## config.mk

```make
export PLATFORM = sky130hd
export DESIGN_NAME = tlul_rob_v2
export DESIGN_NICKNAME = d
export VERILOG_FILES = /design/src/rtl/top_pkg.sv /design/src/rtl/tlul_pkg.sv /design/src/rtl/tlul_rob_pkg.sv /design/src/rtl/tlul_rob_v2_ctr.sv /design/src/rtl/tlul_rob_v2.sv
export SDC_FILE = /design/constraint.sdc
export NUM_CORES = 1
export LEC_CHECK = 0
export BUFFER_PORTS_ARGS = -buffer_cell sky130_fd_sc_hd__buf_4
export CAP_MARGIN = 0
export CORE_UTILIZATION = 47
export CTS_CLUSTER_SIZE = 20
export DETAILED_ROUTE_END_ITERATION = 10
export MAX_ROUTING_LAYER = met4
export PLACE_DENSITY_LB_ADDON = 0.25
export SLEW_MARGIN = 20
export SYNTH_ARGS = -nofsm -noshare
export SYNTH_HDL_FRONTEND = slang
export SYNTH_SLANG_ARGS = --single-unit
```

## constraint.sdc

```tcl
create_clock -name clk_i -period 2.65 [get_ports clk_i]
set_input_delay 0.3975 -clock clk_i [delete_from_list [all_inputs] [get_ports clk_i]]
set_output_delay 0.3975 -clock clk_i [all_outputs]
set_load 0.05 [all_outputs]
```

## src/rtl/top_pkg.sv

```systemverilog
// Fabric-wide TL-UL bus dimensions shared by every TL-UL block.
// Latency: n/a (constants only).
// Backpressure: n/a.
package top_pkg;

    localparam int TL_AW  = 32;
    localparam int TL_DW  = 32;
    localparam int TL_AIW = 8;
    localparam int TL_DIW = 1;
    localparam int TL_AUW = 16;
    localparam int TL_DUW = 16;
    localparam int TL_DBW = TL_DW / 8;
    localparam int TL_SZW = 2;

endpackage

```

## src/rtl/tlul_pkg.sv

```systemverilog
// TL-UL channel structs: host-to-device (A + d_ready) and device-to-host (D + a_ready).
// Latency: n/a (types only).
// Backpressure: a_ready / d_ready carried inside the opposite-direction struct.
package tlul_pkg;

    import top_pkg::*;

    localparam logic [2:0] PutFullData    = 3'h0;
    localparam logic [2:0] PutPartialData = 3'h1;
    localparam logic [2:0] Get            = 3'h4;
    localparam logic [2:0] AccessAck      = 3'h0;
    localparam logic [2:0] AccessAckData  = 3'h1;

    typedef struct packed {
        logic                a_valid;
        logic [2:0]          a_opcode;
        logic [2:0]          a_param;
        logic [TL_SZW-1:0]   a_size;
        logic [TL_AIW-1:0]   a_source;
        logic [TL_AW-1:0]    a_address;
        logic [TL_DBW-1:0]   a_mask;
        logic [TL_DW-1:0]    a_data;
        logic [TL_AUW-1:0]   a_user;
        logic                d_ready;
    } tl_h2d_t;

    typedef struct packed {
        logic                d_valid;
        logic [2:0]          d_opcode;
        logic [2:0]          d_param;
        logic [TL_SZW-1:0]   d_size;
        logic [TL_AIW-1:0]   d_source;
        logic [TL_DIW-1:0]   d_sink;
        logic [TL_DW-1:0]    d_data;
        logic [TL_DUW-1:0]   d_user;
        logic                d_error;
        logic                a_ready;
    } tl_d2h_t;

endpackage

```

## src/rtl/tlul_rob_pkg.sv

```systemverilog
// Re-order buffer entry types and the D-source range check.
// Latency: n/a (types and a pure function).
// Backpressure: n/a.
package tlul_rob_pkg;

    import top_pkg::*;

    typedef enum logic [1:0] {
        Free    = 2'h0,
        Pending = 2'h1,
        Ready   = 2'h2
    } rob_state_e;

    // One slot: lifecycle state, the host's original source id, and the
    // response fields that get replayed to the host once the slot is oldest.
    typedef struct packed {
        rob_state_e          state;
        logic [TL_AIW-1:0]   host_src;
        logic [2:0]          d_opcode;
        logic [TL_SZW-1:0]   d_size;
        logic [TL_DW-1:0]    d_data;
        logic                d_error;
    } rob_entry_t;

    // True when a device D source can name a ROB slot at all.
    function automatic logic rob_src_ok(input logic [TL_AIW-1:0] d_source,
                                        input int unsigned depth);
        return 32'(d_source) < depth;
    endfunction

endpackage

```

## src/rtl/tlul_rob_v2_ctr.sv

```systemverilog
// Occupancy up/down counter with full/empty flags for the re-order buffer.
// Latency: count, full and empty are registered; they reflect inc/dec one cycle later.
// Backpressure: none; the caller must never inc when full nor dec when empty.
// Ports: clk_i/rst_ni clock and async active-low reset; inc/dec one-cycle
//        strobes; count current occupancy; full/empty decoded flags.
module tlul_rob_v2_ctr #(
    parameter  int DEPTH = 4,
    localparam int CW    = $clog2(DEPTH) + 1
) (
    input  logic          clk_i,
    input  logic          rst_ni,
    input  logic          inc,
    input  logic          dec,
    output logic [CW-1:0] count,
    output logic          full,
    output logic          empty
);

    logic [CW-1:0] count_q;

    always_ff @(posedge clk_i or negedge rst_ni) begin
        if (!rst_ni) begin
            count_q <= '0;
        end else if (inc && !dec) begin
            count_q <= count_q + 1'b1;
        end else if (dec && !inc) begin
            count_q <= count_q - 1'b1;
        end
    end

    assign count = count_q;
    assign full  = (count_q == CW'(DEPTH));
    assign empty = (count_q == '0);

endmodule

```

## src/rtl/tlul_rob_v2.sv

```systemverilog
// TL-UL re-order buffer: device may answer out of order, host sees responses in request order.
// Latency: A channel combinational; D bypasses in zero cycles when the beat is for the oldest slot, else stored.
// Backpressure: host a_ready drops when all slots are in use; host d_ready stalls draining; device D never stalled.
// Ports: clk_i/rst_ni clock and async active-low reset; host_i/host_o host-side
//        TL-UL; device_o/device_i device-side TL-UL (A source remapped to slot
//        index); occupancy_o live slots; idle_o no live slots; err_spurious_o
//        one-cycle pulse after a dropped D beat.
module tlul_rob_v2
    import top_pkg::*;
    import tlul_pkg::*;
    import tlul_rob_pkg::*;
#(
    parameter  int DEPTH = 4,
    localparam int IDX_W = $clog2(DEPTH)
) (
    input  logic           clk_i,
    input  logic           rst_ni,
    input  tl_h2d_t        host_i,
    output tl_d2h_t        host_o,
    output tl_h2d_t        device_o,
    input  tl_d2h_t        device_i,
    output logic [IDX_W:0] occupancy_o,
    output logic           idle_o,
    output logic           err_spurious_o
);

    rob_entry_t       entries_q [DEPTH];
    logic [IDX_W-1:0] head_q;
    logic [IDX_W-1:0] tail_q;
    logic             spur_q;

    logic             full;
    logic             empty;
    logic             accept;
    logic             beat_ok;
    logic             tail_rdy;
    logic             bypass;
    logic             d_vld;
    logic             pop;
    logic [IDX_W-1:0] d_idx;

    // full is a registered flag, so host a_ready never depends on this
    // cycle's device D beat or host d_ready.
    assign accept = host_i.a_valid && device_i.a_ready && !full;

    // Only the low bits index the array; rob_src_ok rejects anything wider.
    assign d_idx    = device_i.d_source[IDX_W-1:0];
    assign beat_ok  = device_i.d_valid
                   && rob_src_ok(device_i.d_source, DEPTH)
                   && (entries_q[d_idx].state == Pending);
    assign tail_rdy = (entries_q[tail_q].state == Ready);
    // A beat for the oldest slot goes straight through unless an earlier
    // stored response for that slot is already being shown (cannot happen,
    // since a Ready slot rejects beats, but keeps the mux priority explicit).
    assign bypass   = beat_ok && !tail_rdy && (d_idx == tail_q);
    assign d_vld    = tail_rdy || bypass;
    assign pop      = d_vld && host_i.d_ready;

    always_comb begin
        device_o          = host_i;
        device_o.a_valid  = host_i.a_valid && !full;
        device_o.a_source = TL_AIW'(head_q);
        device_o.a_user   = '0;
        device_o.d_ready  = 1'b1;
    end

    always_comb begin
        host_o          = '0;
        host_o.a_ready  = device_i.a_ready && !full;
        host_o.d_valid  = d_vld;
        host_o.d_source = entries_q[tail_q].host_src;
        if (tail_rdy) begin
            host_o.d_opcode = entries_q[tail_q].d_opcode;
            host_o.d_size   = entries_q[tail_q].d_size;
            host_o.d_data   = entries_q[tail_q].d_data;
            host_o.d_error  = entries_q[tail_q].d_error;
        end else if (bypass) begin
            host_o.d_opcode = device_i.d_opcode;
            host_o.d_size   = device_i.d_size;
            host_o.d_data   = device_i.d_data;
            host_o.d_error  = device_i.d_error;
        end
    end

    // Accept, store and pop always land on different slots in one cycle:
    // the head slot is Free, the stored beat's slot is Pending, and a pop
    // either frees a Ready tail or the bypassed Pending tail (which then
    // skips the store).
    always_ff @(posedge clk_i or negedge rst_ni) begin
        if (!rst_ni) begin
            for (int i = 0; i < DEPTH; i++) begin
                entries_q[i] <= '0;
            end
            head_q <= '0;
            tail_q <= '0;
            spur_q <= 1'b0;
        end else begin
            if (accept) begin
                entries_q[head_q] <= '{state: Pending, host_src: host_i.a_source, default: '0};
                head_q            <= head_q + 1'b1;
            end
            if (beat_ok && !(bypass && host_i.d_ready)) begin
                entries_q[d_idx].state    <= Ready;
                entries_q[d_idx].d_opcode <= device_i.d_opcode;
                entries_q[d_idx].d_size   <= device_i.d_size;
                entries_q[d_idx].d_data   <= device_i.d_data;
                entries_q[d_idx].d_error  <= device_i.d_error;
            end
            if (pop) begin
                entries_q[tail_q].state <= Free;
                tail_q                  <= tail_q + 1'b1;
            end
            spur_q <= device_i.d_valid && !beat_ok;
        end
    end

    tlul_rob_v2_ctr #(
        .DEPTH (DEPTH)
    ) u_ctr (
        .clk_i  (clk_i),
        .rst_ni (rst_ni),
        .inc    (accept),
        .dec    (pop),
        .count  (occupancy_o),
        .full   (full),
        .empty  (empty)
    );

    assign idle_o         = empty;
    assign err_spurious_o = spur_q;

    // Device D fields that have no place in the stored entry.
    logic unused_dev;
    assign unused_dev = ^{device_i.d_param, device_i.d_sink, device_i.d_user};

endmodule

```

### Word-level counts from Yosys, hierarchy flattened

Index checks and enable logic that the tools add are counted.

| operators by class | value |
|---|---|
| add/subtract/negate cells | 4 |
| order comparisons | 7 |
| equal/unequal tests | 4 |
| mux-type cells | 40 |
| bitwise logic cells | 3 |
| reductions and logical operators | 26 |

Operator list:

| cell | count |
|---|---|
| $bwmux 192 | 7 |
| $demux 48 s2 | 7 |
| $mux 192 | 3 |
| $mux 48 | 7 |
| $bmux 48 s2 | 2 |
| $mux 32 | 2 |
| $mux 38 | 1 |
| $mux 35 | 1 |
| $mux 33 | 1 |
| $logic_and 1x1->1 | 17 |
| $mux 3 | 4 |
| $ge 3x3->1 const B | 3 |
| $lt 3x1->1 const B | 3 |
| $not 2->3 | 3 |
| $lt 8x3->1 const B | 1 |
| $logic_not 1->1 | 6 |
| $add 2x1->2 const B | 2 |
| $mux 2 | 2 |
| $add 3x1->3 const B | 1 |
| $eq 3x3->1 const B | 1 |
| $logic_not 3->1 | 1 |
| $mux 1 | 3 |
| $sub 3x1->3 const B | 1 |
| $eq 2x1->1 const B | 1 |
| other kinds (4) | 4 |

| storage, ports and cells | value |
|---|---|
| bits in registers | 200 |
| bits of input ports | 172 |
| output and inout port bits | 175 |

### Longest topological paths before layout

| logic depth | value |
|---|---|
| word-level depth | 15 |
| gate-level depth with buffers | 12 |

### By module

From an unflattened synthesis, not the netlist that was laid out.

| unflattened totals | value |
|---|---|
| cells, all modules | 924 |
| area, all modules | 10913.0 um^2 |

Modules (own cells, without submodules):

| module | times used | cells an instance | area each (um^2) | seq. area each (um^2) |
|---|---|---|---|---|
| tlul_rob_v2 | 1 | 910 | 10744.1 | 4929.7 |
| tlul_rob_v2_ctr | 1 | 14 | 168.9 | 75.1 |

### Worst setup path after synthesis

No wires, ideal clock.

| timing path | value |
|---|---|
| path kind | input to output |
| start point | in device_i[51] in the netlist's numbering |
| end point | out host_o[42] in the netlist's numbering |
| data arrival time | 2.493 ns |
| setup slack | -0.240 ns |
| stages | 7 |
| path through | buf_2 -> mux4_2 -> nor4b_4 -> and4_1 -> buf_2 -> buf_2 -> a22o_1 |

RTL lines:

| what | line | RTL |
|---|---|---|
| from (decl) | tlul_rob_v2.sv:21 | `input tl_d2h_t device_i,` |
| to (decl) | tlul_rob_v2.sv:19 | `output tl_d2h_t host_o,` |

==> impl_metrics.csv <==
group,metric,value,unit
timing,fmax,337.4,MHz
synth,syn-cell-area,0.01087,mm²
grt,overflow,0,
run_status,outcome,"complete, but fails checks",
power_and_ir_drop,combPwrFrac,26.5,%
worst_setup_path,endpoint_kind,"output port",
worst_setup_path,cp-start-kind,"flop",
final_layout,final_nets,1143,
route,wl_met2,12.72,mm
synth,synth-async-reset-ratio,100.0,%
grt,grt_pass1_wl,40.65,mm
worst_hold_path,hold_path_class,"input port to flop",
synth,synth.distinct_cells,37,
grt,first_global_vias,7242,
placed_design,numPortBuffers,115,
clock_network,htree_levels,4,
final_layout,fin_cells,1259,
timing,timing.final.ws_setup,-314.0,ps
clock_network,cts_max_path_buffers,2,
placed_design,dp_hpwl,15.96,mm
worst_setup_path,slowest_stage,"mux4_2",
timing,drv_slew,0,
timing,worst_pin_slew,545.1,ps
job,drv_cap,0,
final_layout,diodes,0,
worst_setup_path,rrSetupSlack,60,ps
die,core,0.02264,mm²
grt,grt_util_all_layers,23.23,%
final_layout,drive_gt1_share,33.68,%
route,wl_met1,11.33,mm
route,dr.max_layer_used,"met4",
die,pin_count,347,
worst_setup_path,critPathMaxStageDelay,510,ps
route,first_pass_iters,4,
worst_setup_path,required,2250,ps
route,wl_met3,1.189,mm
die,fp.dieW,154.1,µm
placed_design,placed_cells,1218,
die,die_height,154.1,µm
worst_setup_path,critical-path-top-delay-family,"simple AND/OR/NAND/NOR gates",
worst_setup_path,worstSetupPathType,"flop to output port",
power_and_ir_drop,p_sw,2.821,mW
route,finalWirelength,25.81,mm
power_and_ir_drop,p_clk_share,30.2,%
clock_network,clock-sinks,200,
placed_design,gp_congestion,0.8315,
clock_network,clk_root_buffer_cell,"clkbuf_16",
synth,netlist_instances,923,
clock_network,path_clk_slew,70,ps
grt,grt_max_degree,61,
timing,tns,-10700,ps
timing,slew-limit-headroom,63.66,%
worst_setup_path,crit_buf_inv,3,
die,die-area,0.02374,mm²
power_and_ir_drop,seq_power_share,43.3,%
power_and_ir_drop,leakage,6.927,nW
power_and_ir_drop,power.internal,5.734,mW
power_and_ir_drop,p_per_area,671.5,mW/mm²
die,num_rows,55,
route,antenna_left,0,
clock_network,clk_latency,440,ps
timing,fin_crit,2964,ps
timing,setup_violations,39,
route,drt_iter0_markers,363,
synth,synth_edf_count,0,
grt,antenna_found_initial,0,
route,drc,0,
timing,hold_viol,0,
synth,yosys_warnings,0,
timing,rsz0062_at_grt,"yes",
run_status,violations,"negative setup slack",
synth,ys_seq_area_share,46.05,%
synth,synth_area_per_cell,11.77,µm²
route,avgViaCountPerCell,5.518,
timing,fin_crit_sh,111.9,%
final_layout,area_growth,17.22,%
power_and_ir_drop,ir_worst_vdd,0.4386,mV
worst_setup_path,path_cells,"mux4_2 > nor4b_4 > and4_4 > buf_12 > buf_16 > a22o_4 > buf_8",
final_layout,n_fill_cell,1853,
route,vias,6947,
worst_setup_path,crit_fanout,6,
worst_setup_path,worst_ep_arrival_time,2570,ps
route,routedWlPerCell,20.50,µm
power_and_ir_drop,switching_share,32.98,%
clock_network,cts_tree,"yes",
clock_network,cts_buffers,17,
timing,fin_skew,12.16,ps
die,start_util,48.00,%
synth,synthFlopType,"dfrtp_1",
synth,ys_ff_latch,200,
## layer usage
layer / vias up / GRT usage, %
met5: - / -
met4: 0 / 8.048
met3: 59 / 3.636
met2: 198 / 36.90
met1: 3596 / 30.39
li1: 3094 / -
## cells by family after synthesis
kind of cell | share of synthesized area [%]
adders and majority gates | 1.220
buffers and inverters | 12.57
DFF | 46.05
xor gates and xnor gates | 0.5641
other | 0.06910
and+or+nand+nor | 7.149
muxes | 27.99
AOI/OAI and AO/OA | 4.386
## placed cells by master (no fill, tap or decap), drive strengths merged, types with 5 or more instances in the layout
cell	n
nand2	157
mux4	50
buf	154
nand2b	5
a22o	39
inv	57
mux2	35
mux2i	152
conb	43
clkbuf	20
xnor2	5
ha	9
dfrtp	200
## cells in the mapped netlist (3+ instances only)
| master | number | area [µm²] |
|---|---|---|
| nand2_1 | 157 | 589.3 |
| buf_4 | 120 | 900.9 |
| nor2b_1 | 4 | 25.02 |
| mux2_2 | 34 | 382.9 |
| inv_1 | 50 | 187.7 |
| xnor2_1 | 5 | 43.79 |
| dfrtp_1 | 200 | 5005 |
| o2111ai_1 | 4 | 35.03 |
| nand2b_1 | 5 | 31.28 |
| mux4_2 | 50 | 1126 |
| mux2i_1 | 152 | 1521 |
| a22o_1 | 39 | 341.6 |
| clkbuf_1 | 32 | 120.1 |
| a22oi_1 | 4 | 30.03 |
| buf_2 | 21 | 105.1 |
| a2111oi_0 | 4 | 35.03 |
| a221oi_1 | 4 | 35.03 |
| nand4_1 | 4 | 25.02 |
| and2_1 | 3 | 18.77 |
| ha_1 | 9 | 112.6 |
| buf_6 | 4 | 45.04 |
## metrics by stage
stage / power, mW / util (%) / instance area [µm²] / hold slack, ps / worst slack, ps
3_5_place_dp: 6.031 / 51.66 / 11700 / 413.6 / -130.5
3_3_place_gp: 5.986 / 51.66 / 11700 / 417.7 / -106.4
5_1_grt: 8.916 / 56.27 / 12740 / 199.9 / -368.6
4_1_cts: 8.614 / 55.71 / 12610 / 174.2 / -284.8
6_report: 8.555 / 56.27 / 12740 / 181.6 / -314.0
2_1_floorplan: 5.709 / - / 11170 / 101.9 / -85.56
## power by group through the flow
stage	clock (mW)	sequential, mW	combinational, mW
global route	2.73	3.76	2.43
CTS	2.62	3.70	2.29
detailed placement	0	3.76	2.27
finish	2.58	3.70	2.27
floorplan	0	3.83	1.88
global placement	0	3.75	2.24
## layout make-up
type                    count  area (µm²)  share of cell area (%)
flip-flops and latches    200        5011                   39.33
multi-input cells         535        4926                   38.67
repair buffers            156        1673                   13.13
clock buffers              19       442.9                   3.477
well taps                 285       356.6                   2.799
inverters                  51       193.9                   1.522
clock inverters            13       136.4                   1.071
## worst register-to-register path: cells and delay by family, from the launching register on
family                     cells  cell delay, ps
muxes                          2             780
adders and majority gates      2             570
DFF                            1             410
and+or+nand+nor                1             320
buffers and inverters          3             260
AOI/OAI and AO/OA              1             130
## path summary, 6_finish.rpt
| path | cells after the start | from | to |
|---|---|---|---|
| max | 7 | entries_q[95] | host_o[34] |
| min | 2 | device_i[67] | err_spurious_o |
| max reg2reg | 9 | entries_q[95] | u_ctr.count[1] |
| min reg2reg | 1 | u_ctr.count[2] | u_ctr.count[2] |
| max in group asynchronous | 3 | rst_ni | u_ctr.count[1] |
| min in group asynchronous | 2 | rst_ni | entries_q[13] |
## what timing repair did
item | CTS | global route
setup buffers | 6 | 1
hold buffers | 1 | 0
gates cloned | 2 | 0
resized for setup | 59 | 24
endpoints found under the setup margin | 39 | 41
pin swaps | 6 | 17
endpoints found under the hold margin | 55 | 0
Power figures use the tool's default switching activity.
